`config.mk`:
```
export PLATFORM = sky130hd
export DESIGN_NAME = lfsr_packet_crypt
export DESIGN_NICKNAME = d
export VERILOG_FILES = /design/src/rtl/lfsr_packet_crypt.sv
export SDC_FILE = /design/constraint.sdc
export NUM_CORES = 1
export LEC_CHECK = 0
export CAP_MARGIN = 5
export CORE_ASPECT_RATIO = 1.4
export CORE_MARGIN = 4
export CORE_UTILIZATION = 65
export DETAILED_ROUTE_END_ITERATION = 8
export DONT_BUFFER_PORTS = 1
export PLACE_DENSITY = 0.81
export SETUP_SLACK_MARGIN = 0.4
export SYNTH_ARGS = -nofsm -noshare
export SYNTH_HDL_FRONTEND = slang
export SYNTH_SLANG_ARGS = --single-unit
```
`constraint.sdc`:
```
create_clock -name clk -period 4.8 [get_ports clk]
set_input_delay 0.48 -clock clk [delete_from_list [all_inputs] [get_ports clk]]
set_output_delay 0.48 -clock clk [all_outputs]
set_load 0.01 [all_outputs]
```
`src/rtl/lfsr_packet_crypt.sv`:
```
// lfsr_packet_crypt: LFSR-keyed packet encrypt/decrypt; preamble length, taps and seed come from a config ROM.
// Optional LFSR_CRYPT_PREAMBLE_CHECK_EN flags decrypt preamble bytes that do not decode to PRE_CHAR.
module lfsr_packet_crypt #(
    parameter int DW = 8,
    parameter int AW = 8,
    parameter int LFSR_W = 5,
    parameter logic [DW-1:0] PRE_CHAR = 'h7E
) (
    input  logic          clk,
    input  logic          rst,
    input  logic          encRqst,
    input  logic          mode,
    output logic [AW-1:0] rom_addr,
    input  logic [DW-1:0] rom_data,
    input  logic          validIn,
    input  logic [DW-1:0] plainByte,
    input  logic          lastIn,
    output logic          readyIn,
    output logic [DW-1:0] encryptByte,
    output logic          validOut,
    input  logic          readyOut,
    output logic          done,
    output logic          err
);
    typedef enum logic [2:0] {IDLE, RD_LEN, RD_TAPS, RD_SEED, PREAMBLE, PAYLOAD, FLUSH} state_t;
    state_t state;
    logic decMode;
    logic [DW-1:0] preLen, preCnt, key, mixed;
    logic [AW-1:0] byteCnt;
    logic [LFSR_W-1:0] taps, lfsr, lfsrNext, seed;
    logic slotFree, inXfer, genXfer, step;
    assign key = {{(DW-LFSR_W){1'b0}}, lfsr};
    assign mixed = plainByte ^ key;
    assign seed = rom_data[LFSR_W-1:0];
    assign lfsrNext = {lfsr[LFSR_W-2:0], ^(lfsr & taps)};
    assign slotFree = !validOut || readyOut;
    assign readyIn = slotFree && (state == PAYLOAD || (state == PREAMBLE && decMode));
    assign inXfer = validIn && readyIn;
    // encrypt preamble bytes are generated internally whenever the output slot is free
    assign genXfer = slotFree && state == PREAMBLE && !decMode;
    assign step = inXfer || genXfer;
    assign rom_addr = state == RD_TAPS ? AW'(1) : state == RD_SEED ? AW'(2) : '0;
    always_ff @(posedge clk or negedge rst) begin
        if (!rst) begin
            state <= IDLE;
            decMode <= 1'b0;
            preLen <= '0;
            preCnt <= '0;
            byteCnt <= '0;
            taps <= '0;
            lfsr <= '0;
            validOut <= 1'b0;
            encryptByte <= '0;
            done <= 1'b0;
        end else begin
            done <= 1'b0;
            if (step) lfsr <= lfsrNext;
            if (genXfer || (inXfer && state == PAYLOAD)) begin
                validOut <= 1'b1;
                encryptByte <= genXfer ? PRE_CHAR ^ key : {!decMode, mixed[DW-2:0]};
            end else if (readyOut) validOut <= 1'b0;
            case (state)
                IDLE: if (encRqst) begin
                    state <= RD_LEN;
                    decMode <= mode;
                end
                RD_LEN: begin
                    preLen <= rom_data;
                    state <= RD_TAPS;
                end
                RD_TAPS: begin
                    taps <= rom_data[LFSR_W-1:0];
                    state <= RD_SEED;
                end
                RD_SEED: begin
                    lfsr <= seed == '0 ? LFSR_W'(1) : seed;
                    preCnt <= '0;
                    byteCnt <= '0;
                    state <= preLen != '0 ? PREAMBLE : PAYLOAD;
                end
                PREAMBLE: if (step) begin
                    preCnt <= preCnt + DW'(1);
                    if (preCnt + DW'(1) == preLen) state <= PAYLOAD;
                end
                PAYLOAD: if (inXfer) begin
                    if (byteCnt != '1) byteCnt <= byteCnt + AW'(1);
                    if (lastIn) state <= FLUSH;
                end
                FLUSH: if (!validOut) begin
                    done <= 1'b1;
                    state <= IDLE;
                end
                default: state <= IDLE;
            endcase
        end
    end
`ifdef LFSR_CRYPT_PREAMBLE_CHECK_EN
    always_ff @(posedge clk or negedge rst) begin
        if (!rst) err <= 1'b0;
        else if (state == IDLE && encRqst) err <= 1'b0;
        else if (inXfer && state == PREAMBLE && mixed != PRE_CHAR) err <= 1'b1;
    end
`else
    assign err = 1'b0;
`endif
endmodule

```
==> summary.md, run 1 <==
| Metric | Value |
|---|---|
| Outcome | completed |
| Ant. Diodes | 0 |
| Post-synthesis sequential area ratio | between 40 and 50% |
| Proportion of register bits with asynchronous set or reset after synthesis | 100.0% |
| Most frequent cells after synthesis | sky130_fd_sc_hd__dfrtp_1, sky130_fd_sc_hd__o21ai_0, sky130_fd_sc_hd__nand2_1 |
| Largest net degree at the start of global routing | ~40 |
| Global-route usage over all layers | between 20% and 30% |
| Routed wirelength normalized by instance count | ~16 um |
| Setup Total Neg Slack | 0 ns |
| Count of buffers inserted at the top-level ports | 0 |
| Buffers inserted by post-CTS timing repair | 0 |
| Maximum resistive drop on vdd | around 0.00042 V |
| Overflow left after global routing | 0 |
| Final GP Congestion | between 0.8 and 0.9 |
| Layout-stage area growth over the synthesis result | 4.512% |
| Fraction of the cycle the final worst path needs | between 40% and 50% |
| Count of final max-slew check failures | 0 |
| Unrepaired setup endpoints after global routing | false |
| Number of placed instances, taps included | between 200 and 300 |
| Worst-case headroom to the max-slew limit | 56.96% |
| CTS Root Cell | sky130_fd_sc_hd__clkbuf_8 |
| Max H-tree Level | 2 |
| Data arrival, critical path | approximately 1.6 ns |
| Critical path startpoint category | flop |
| Sink count of the clock tree | 40 |
| Number of library cell types mapped by synthesis | 45 |
| Number of global-route vias before repair | about 1500 |
| Top-count cell post-synth | sky130_fd_sc_hd__dfrtp_1 |
| Total standard cell area after synthesis | 2246 um2 |
| Mapped Avg Cell Area | around 10 um2 |
| Post-DP HPWL | ~3200 um |
| Starting DRT DRC Count | 37 |
| Yosys reg bits | 40 |
| Largest fanout on the critical path | 9 |
| Total via count in the routed design | 1580 |
| Final Hold Violating Endpoints | 0 |
| LEAKAGE | 0.9730 nW |
| Worst-skew pair later-pin latency | 0.29 ns |
| Worst-Margin Slew | roughly 0.64 ns |
| Total die area | between 4000 and 5000 um2 |
| Layout net count | 250 |
| Critical-path cell list | nand2b_4 > or2_1 > nor2_1 |
| Count of buffer and inverter cells on the critical path | 0 |
| Number of buffers inserted during clock tree synthesis | 5 |
| Power per cell area | roughly 630 nW/um2 |
| Post-route DRC | 0 |
| Reported max-cap violation count | 0 |
| Max stage delay cell, worst path | sky130_fd_sc_hd__dfrtp_1 |
| WL final | around 4400 um |
| CTS-repair resized insts | 0 |
| CTS tree | done |
| Share of cells above drive strength 1 | between 15 and 20% |
| Syn. warnings | 0 |
| Initial antenna violation count | 0 |
| Worst setup skew after layout | about 0.0049 ns |
| Post-layout instance count excluding filler cells | approximately 270 |
| Number of placed I/O pins | 43 |
| Instance count of the mapped netlist | between 200 and 250 |
| Final min period | 2.027 ns |
| Drt first pass iters | 5 |
| Achievable frequency | just under 0.5 GHz |
| Biggest cell delay along the critical path | roughly 0.48 ns |
| Via/cell ratio | ~5.9 |
| Count of final setup violators | 0 |
| Number of synthesized flops with an enable pin | 0 |
| Predominant post-synthesis flop cell | sky130_fd_sc_hd__dfrtp_1 |
| Number of buffers inserted by hold repair at cts | 1 |
| CORE AREA | 3347 um2 |
| Initial core utilization | about 67% |
| Detail Route Antenna Nets | 0 |
| Post-synthesis cell type with the largest combined area | sky130_fd_sc_hd__dfrtp_1 |
| Crit Path Category | reg -> out |
| Cell class contributing the biggest share of worst-path delay | simple AND/OR/NAND/NOR gates |
| Proportion of netlist area held by the largest area contributor | approximately 45% |
| Worst setup EP type | primary output |
| Cell types with the largest area share after synthesis | sky130_fd_sc_hd__dfrtp_1, sky130_fd_sc_hd__mux2_2, sky130_fd_sc_hd__o21ai_0, sky130_fd_sc_hd__xnor2_1, sky130_fd_sc_hd__nand2_1 |
| Number of rows in the core area | 25 |
| Vert. Die Dim | 77.55 um |
| First-pass GRT wire length | 7327 um |
| Critical path data required time | around 4.3 ns |
| Worst-path clk slew | approximately 0.080 ns |
| Hold Crit Class | in -> async |
| Die boundary width | 57.68 um |
| Deepest clock path buffer count | 2 |
-- through the flow --
| step | hold WS [ns] | util [%] | setup WS [ns] | power, mW | cell area [um2] |
|---|---|---|---|---|---|
| 4_1_cts | 0.02743 | 70.13 | 2.770 | 1.489 | 2347 |
| 5_1_grt | 0.02366 | 70.13 | 2.685 | 1.592 | 2347 |
| 2_1_floorplan | 0.1844 | - | 3.102 | 1.098 | 2268 |
| 3_3_place_gp | 0.1853 | 65.91 | 2.892 | 1.158 | 2206 |
| 6_report | 0.01808 | 70.13 | 2.773 | 1.481 | 2347 |
| 3_5_place_dp | 0.1857 | 65.91 | 2.874 | 1.191 | 2206 |
-- cells by family after synthesis --
family	Yosys count	share of synthesized area, %
AOI/OAI and AO/OA	49	12.37
adders and majority gates	1	0.5570
muxes	23	11.31
buffers and inverters	22	5.849
other	1	0.1670
and+or+nand+nor	76	18.55
xor gates and xnor gates	17	6.629
DFF	40	44.57
-- routing by layer --
metal / GRT usage [%] / up-vias / wire length (um)
li1: - / 777 / -
met5: 0 / - / 0
met1: 26.86 / 750 / 1830
met4: 7.657 / 0 / 88
met3: 5.824 / 9 / 207
met2: 33.82 / 44 / 2235
-- layout make-up --
class / count / area [um2]
Clock buffer: 6 / 82.58
Tap cell: 40 / 50.05
Timing Repair Buffer: 1 / 20.02
Inverter: 5 / 18.77
Sequential cell: 40 / 1001
Multi-Input combinational cell: 173 / 1136
Fill cell: 250 / 999.7
Clock inverter: 2 / 38.79
-- report_power, final --
part / internal (mW) / switching [mW]
Clock: 0.170 / 0.118
Sequential: 0.478 / 0.178
Combinational: 0.277 / 0.260
Total: 0.925 / 0.556
-- state kept, by name, indices dropped and copies added (netlist names) --
name	cells
preLen	8
lfsr	5
encryptByte	8
validOut	1
done	1
state	3
taps	5
preCnt	8
decMode	1
-- cell usage in the layout, fill, tap and decap left out, drive strengths merged, types with 2 or more instances in the layout --
cell    synthesis  routed
nor3            7       7
mux2i           4       4
clkbuf          4       6
nand2b          5       5
a31oi           2       2
nand3           6       6
and4            3       3
o31ai           3       3
o22ai           5       5
nand2          20      20
conb            1       7
mux2           19      19
and2            3       3
nand4           2       2
a21oi           9       9
inv             5       5
o21ai          26      26
nor2b           6       6
xnor2          13      13
dfrtp          40      40
or4             2       2
nor2           18      18
xor2            4       4
-- worst paths after layout --
path | start | cells past startpoint | endpoint | slack [ns]
max | state[1] | 3 | readyIn | 2.77
min | rst | 1 | encryptByte[2] | 0.02
max reg2reg | state[0] | 3 | preLen[2] | 2.85
min reg2reg | preCnt[7] | 1 | preCnt[7] | 0.51
max in group asynchronous | rst | 1 | preCnt[5] | 4.58
min in group clk | readyOut | 1 | validOut | 0.28
Power figures use the tool's default switching activity.
==> inputs of run 2 (changes only) <==
Settings changed: CORE_UTILIZATION 65 to 63, PLACE_DENSITY 0.81 to 0.79.
Clock period 4.8 ns to 1.9 ns, I/O delays scaled along.
==> run 2 against run 1 <==
  * Final cell count grew 15%
  * Register-to-register slack got worse by 2.7 ns
  * Global-route usage up 5.6 points
  * Flip-flop and latch count unchanged
==> summary.md, run 2 (synthesized netlist as in run 1, its figures left out) <==
| Metric | Value |
|---|---|
| Outcome | completed (unchanged) |
| Largest registers ranked by flip-flop count | encryptByte (8), preCnt (8), preLen (8) (unchanged) |
| Final GP Congestion | 0.8809 (was 0.8034) |
| Routed wirelength normalized by instance count | 21.13 um (was 16.33 um) |
| Largest net degree at the start of global routing | 41 (unchanged) |
| Reported max-cap violation count | 0 (unchanged) |
| Crit Path Category | reg -> reg (was reg -> out) |
| Unrepaired setup endpoints after global routing | true (was false) |
| Final min period | 1.755 ns |
| Max H-tree Level | 2 (unchanged) |
| Achievable frequency | approximately 0.57 GHz |
| Top library cells by usage in the layout, fill and taps aside | sky130_fd_sc_hd__dfrtp_1, sky130_fd_sc_hd__buf_4, sky130_fd_sc_hd__nand2_1 (was sky130_fd_sc_hd__dfrtp_1, sky130_fd_sc_hd__o21ai_0, sky130_fd_sc_hd__nand2_1) |
| GR met3 Demand/Resource | 6.250% (was 5.824%) |
| Total power consumption of the routed design | 4.750 mW (was 1.481 mW) |
| Layout net count | 291 (was 250) |
| Worst setup margin | 0.1445 ns (was 2.773 ns) |
| Number of placed I/O pins | 43 (unchanged) |
| Sink count of the clock tree | 40 (unchanged) |
| LEAKAGE | 1.233 nW (was 0.9730 nW) |
| Total die area | 4598 um2 (was 4473 um2) |
| Ant. Diodes | 0 (unchanged) |
| Critical path data required time | 2.09 ns (was 4.32 ns) |
| Count of buffers inserted at the top-level ports | 0 (unchanged) |
| Number of rows in the core area | 25 (unchanged) |
| Via/cell ratio | 6.253 (was 5.918) |
| Deepest clock path buffer count | 2 (unchanged) |
| Beginning of the worst register-to-register path | validOut (was state[0]) |
| Count of final setup violators | 0 (unchanged) |
| Worst-path clk slew | 0.08 ns (about the same) |
| Critical path startpoint category | flop (unchanged) |
| Drt first pass iters | 4 (was 5) |
| Die boundary width | 58.46 um (was 57.68 um) |
| Post-DP HPWL | 3564 um (was 3173 um) |
| Power per cell area | 1611 nW/um2 (was 631.1 nW/um2) |
| Initial antenna violation count | 0 (unchanged) |
| Maximum resistive drop on vdd | 0.001554 V (was 0.0004177 V) |
| Post-route DRC | 0 (unchanged) |
| Initial core utilization | 65.87% (was 67.10%) |
| Share of cells above drive strength 1 | 45.15% (was 15.86%) |
| Global-route usage over all layers | 26.67% (was 21.07%) |
| Global Route met1 Usage | 28.78% (was 26.86%) |
| Data arrival, critical path | 1.94 ns (was 1.55 ns) |
| Count of final max-slew check failures | 0 (unchanged) |
| Critical path startpoint | validOut (was state[1]) |
| WL final | 6507 um (was 4361 um) |
| GRT busiest layer | met2 (unchanged) |
| Worst-skew pair later-pin latency | 0.30 ns (was 0.29 ns) |
| Number of global-route vias before repair | 1948 (was 1543) |
| Startpoint of the tightest hold check path | rom_data[1] |
| Number of filler instances in the final layout | 167 (was 250) |
| Pre-CTS setup slack | 0.09302 ns (was 2.874 ns) |
| Final Hold Violating Endpoints | 0 (unchanged) |
| End-of-flow core utilization | 86.50% (was 70.13%) |
| CP Capture Point | encryptByte[4] (was readyIn) |
| Vert. Die Dim | 78.65 um (was 77.55 um) |
| Register-to-Register Setup Slack | 0.14 ns (was 2.85 ns) |
| Worst setup EP type | flop (was primary output) |
| CORE AREA | 3410 um2 (was 3347 um2) |
| Cell depth of the worst flop-to-flop path | 6 (was 3) |
| Worst slack on hold paths | 0.02410 ns (was 0.01808 ns) |
| Overflow left after global routing | 0 (unchanged) |
| GR met2 Demand/Resource | 46.42% (was 33.82%) |
| Worst setup skew after layout | 0.004240 ns (was 0.004856 ns) |
| First-pass GRT wire length | 9204 um (was 7327 um) |
| Starting DRT DRC Count | 109 (was 37) |
| CTS Root Cell | sky130_fd_sc_hd__clkbuf_8 (unchanged) |
| Layout-stage area growth over the synthesis result | 31.31% (was 4.512%) |
| CTS tree | done (unchanged) |
| Largest fanout on the critical path | 5 (was 9) |
| Hold Crit Class | in -> reg (was in -> async) |
| Number of buffers inserted during clock tree synthesis | 5 (unchanged) |
| Fraction of the cycle the final worst path needs | 92.39% |
| Detail Route Antenna Nets | 0 (unchanged) |
| Most common cell after layout, fill and taps aside | sky130_fd_sc_hd__dfrtp_1 (unchanged) |
| Setup Total Neg Slack | 0 ns (unchanged) |
| Total via count in the routed design | 1926 (was 1580) |
| Crit Reg-Reg Endpoint | encryptByte[4] (was preLen[2]) |
## run 2: cell types whose count changed in the layout (fill, tap and decap cells not counted), moves of 5 or more
cell,previous run,this run
sky130_fd_sc_hd__buf_4,0,27
sky130_fd_sc_hd__o21ai_0,23,9
sky130_fd_sc_hd__nor2_1,16,7
sky130_fd_sc_hd__nor2_2,1,9
sky130_fd_sc_hd__o21ai_2,1,9
sky130_fd_sc_hd__buf_6,0,7
sky130_fd_sc_hd__dfrtp_1,40,34
sky130_fd_sc_hd__dfrtp_2,0,6
sky130_fd_sc_hd__o21ai_1,2,7
## run 2: through the flow
| step | std cells | area [um2] |
|---|---|---|
| floorplan | 235 | 2281 |
| global placement | 265 | 2266 |
| detailed placement | 265 | 2266 |
| CTS | 289 | 2636 |
| global route | 308 | 2949 |
| finish | 308 | 2949 |
## run 2: worst max-delay path: stages (launching register included)
cell,delay [ns]
sky130_fd_sc_hd__dfrtp_1,0.43
sky130_fd_sc_hd__nor2b_4,0.16
sky130_fd_sc_hd__or2_4,0.26
sky130_fd_sc_hd__nor3_4,0.26
sky130_fd_sc_hd__nor2_2,0.08
sky130_fd_sc_hd__xnor2_1,0.16
sky130_fd_sc_hd__mux2_4,0.28
## run 2: final cells by class
class	count	area [um2]	share of cell area [%]
flip-flops and latches	40	1008	34.20
clock inverters	2	38.79	1.315
inverters	5	21.27	0.7213
well taps	40	50.05	1.697
repair buffers	41	366.6	12.43
clock buffers	6	82.58	2.800
multi-input cells	174	1381	46.84
## run 2: power breakdown
group	switching, mW	internal, mW	total [mW]
sequential	0.425	1.22	1.64
combinational	1.15	1.22	2.37
clock	0.311	0.429	0.740
total	1.88	2.87	4.75
## run 2: worst min-delay path by stage
stage	depth (start not counted)	slack, ns	endpoint
after global routing	2	0.01	lfsr[1]
after global placement	0	-0.10	encryptByte[2]
after CTS	2	0.008	lfsr[4]
after floorplan	0	-0.11	decMode
after detailed placement	0	-0.10	encryptByte[2]
final	2	0.02	lfsr[1]
## run 2: timing repair
action                                  in CTS  in global routing
endpoints found under the setup margin      24                 34
resized for setup                           29                 58
pin swaps                                   11                 19
hold buffers                                 3                  2
cloned                                       0                  2
setup buffers                               13                 15
hold endpoints to repair                    41                  2
## run 2: metal layers
layer	part of all wire (%)	wire [um]
met1	36	2371
met2	55	3606
met3	4.8	312
met4	3.3	216
met5	0	0
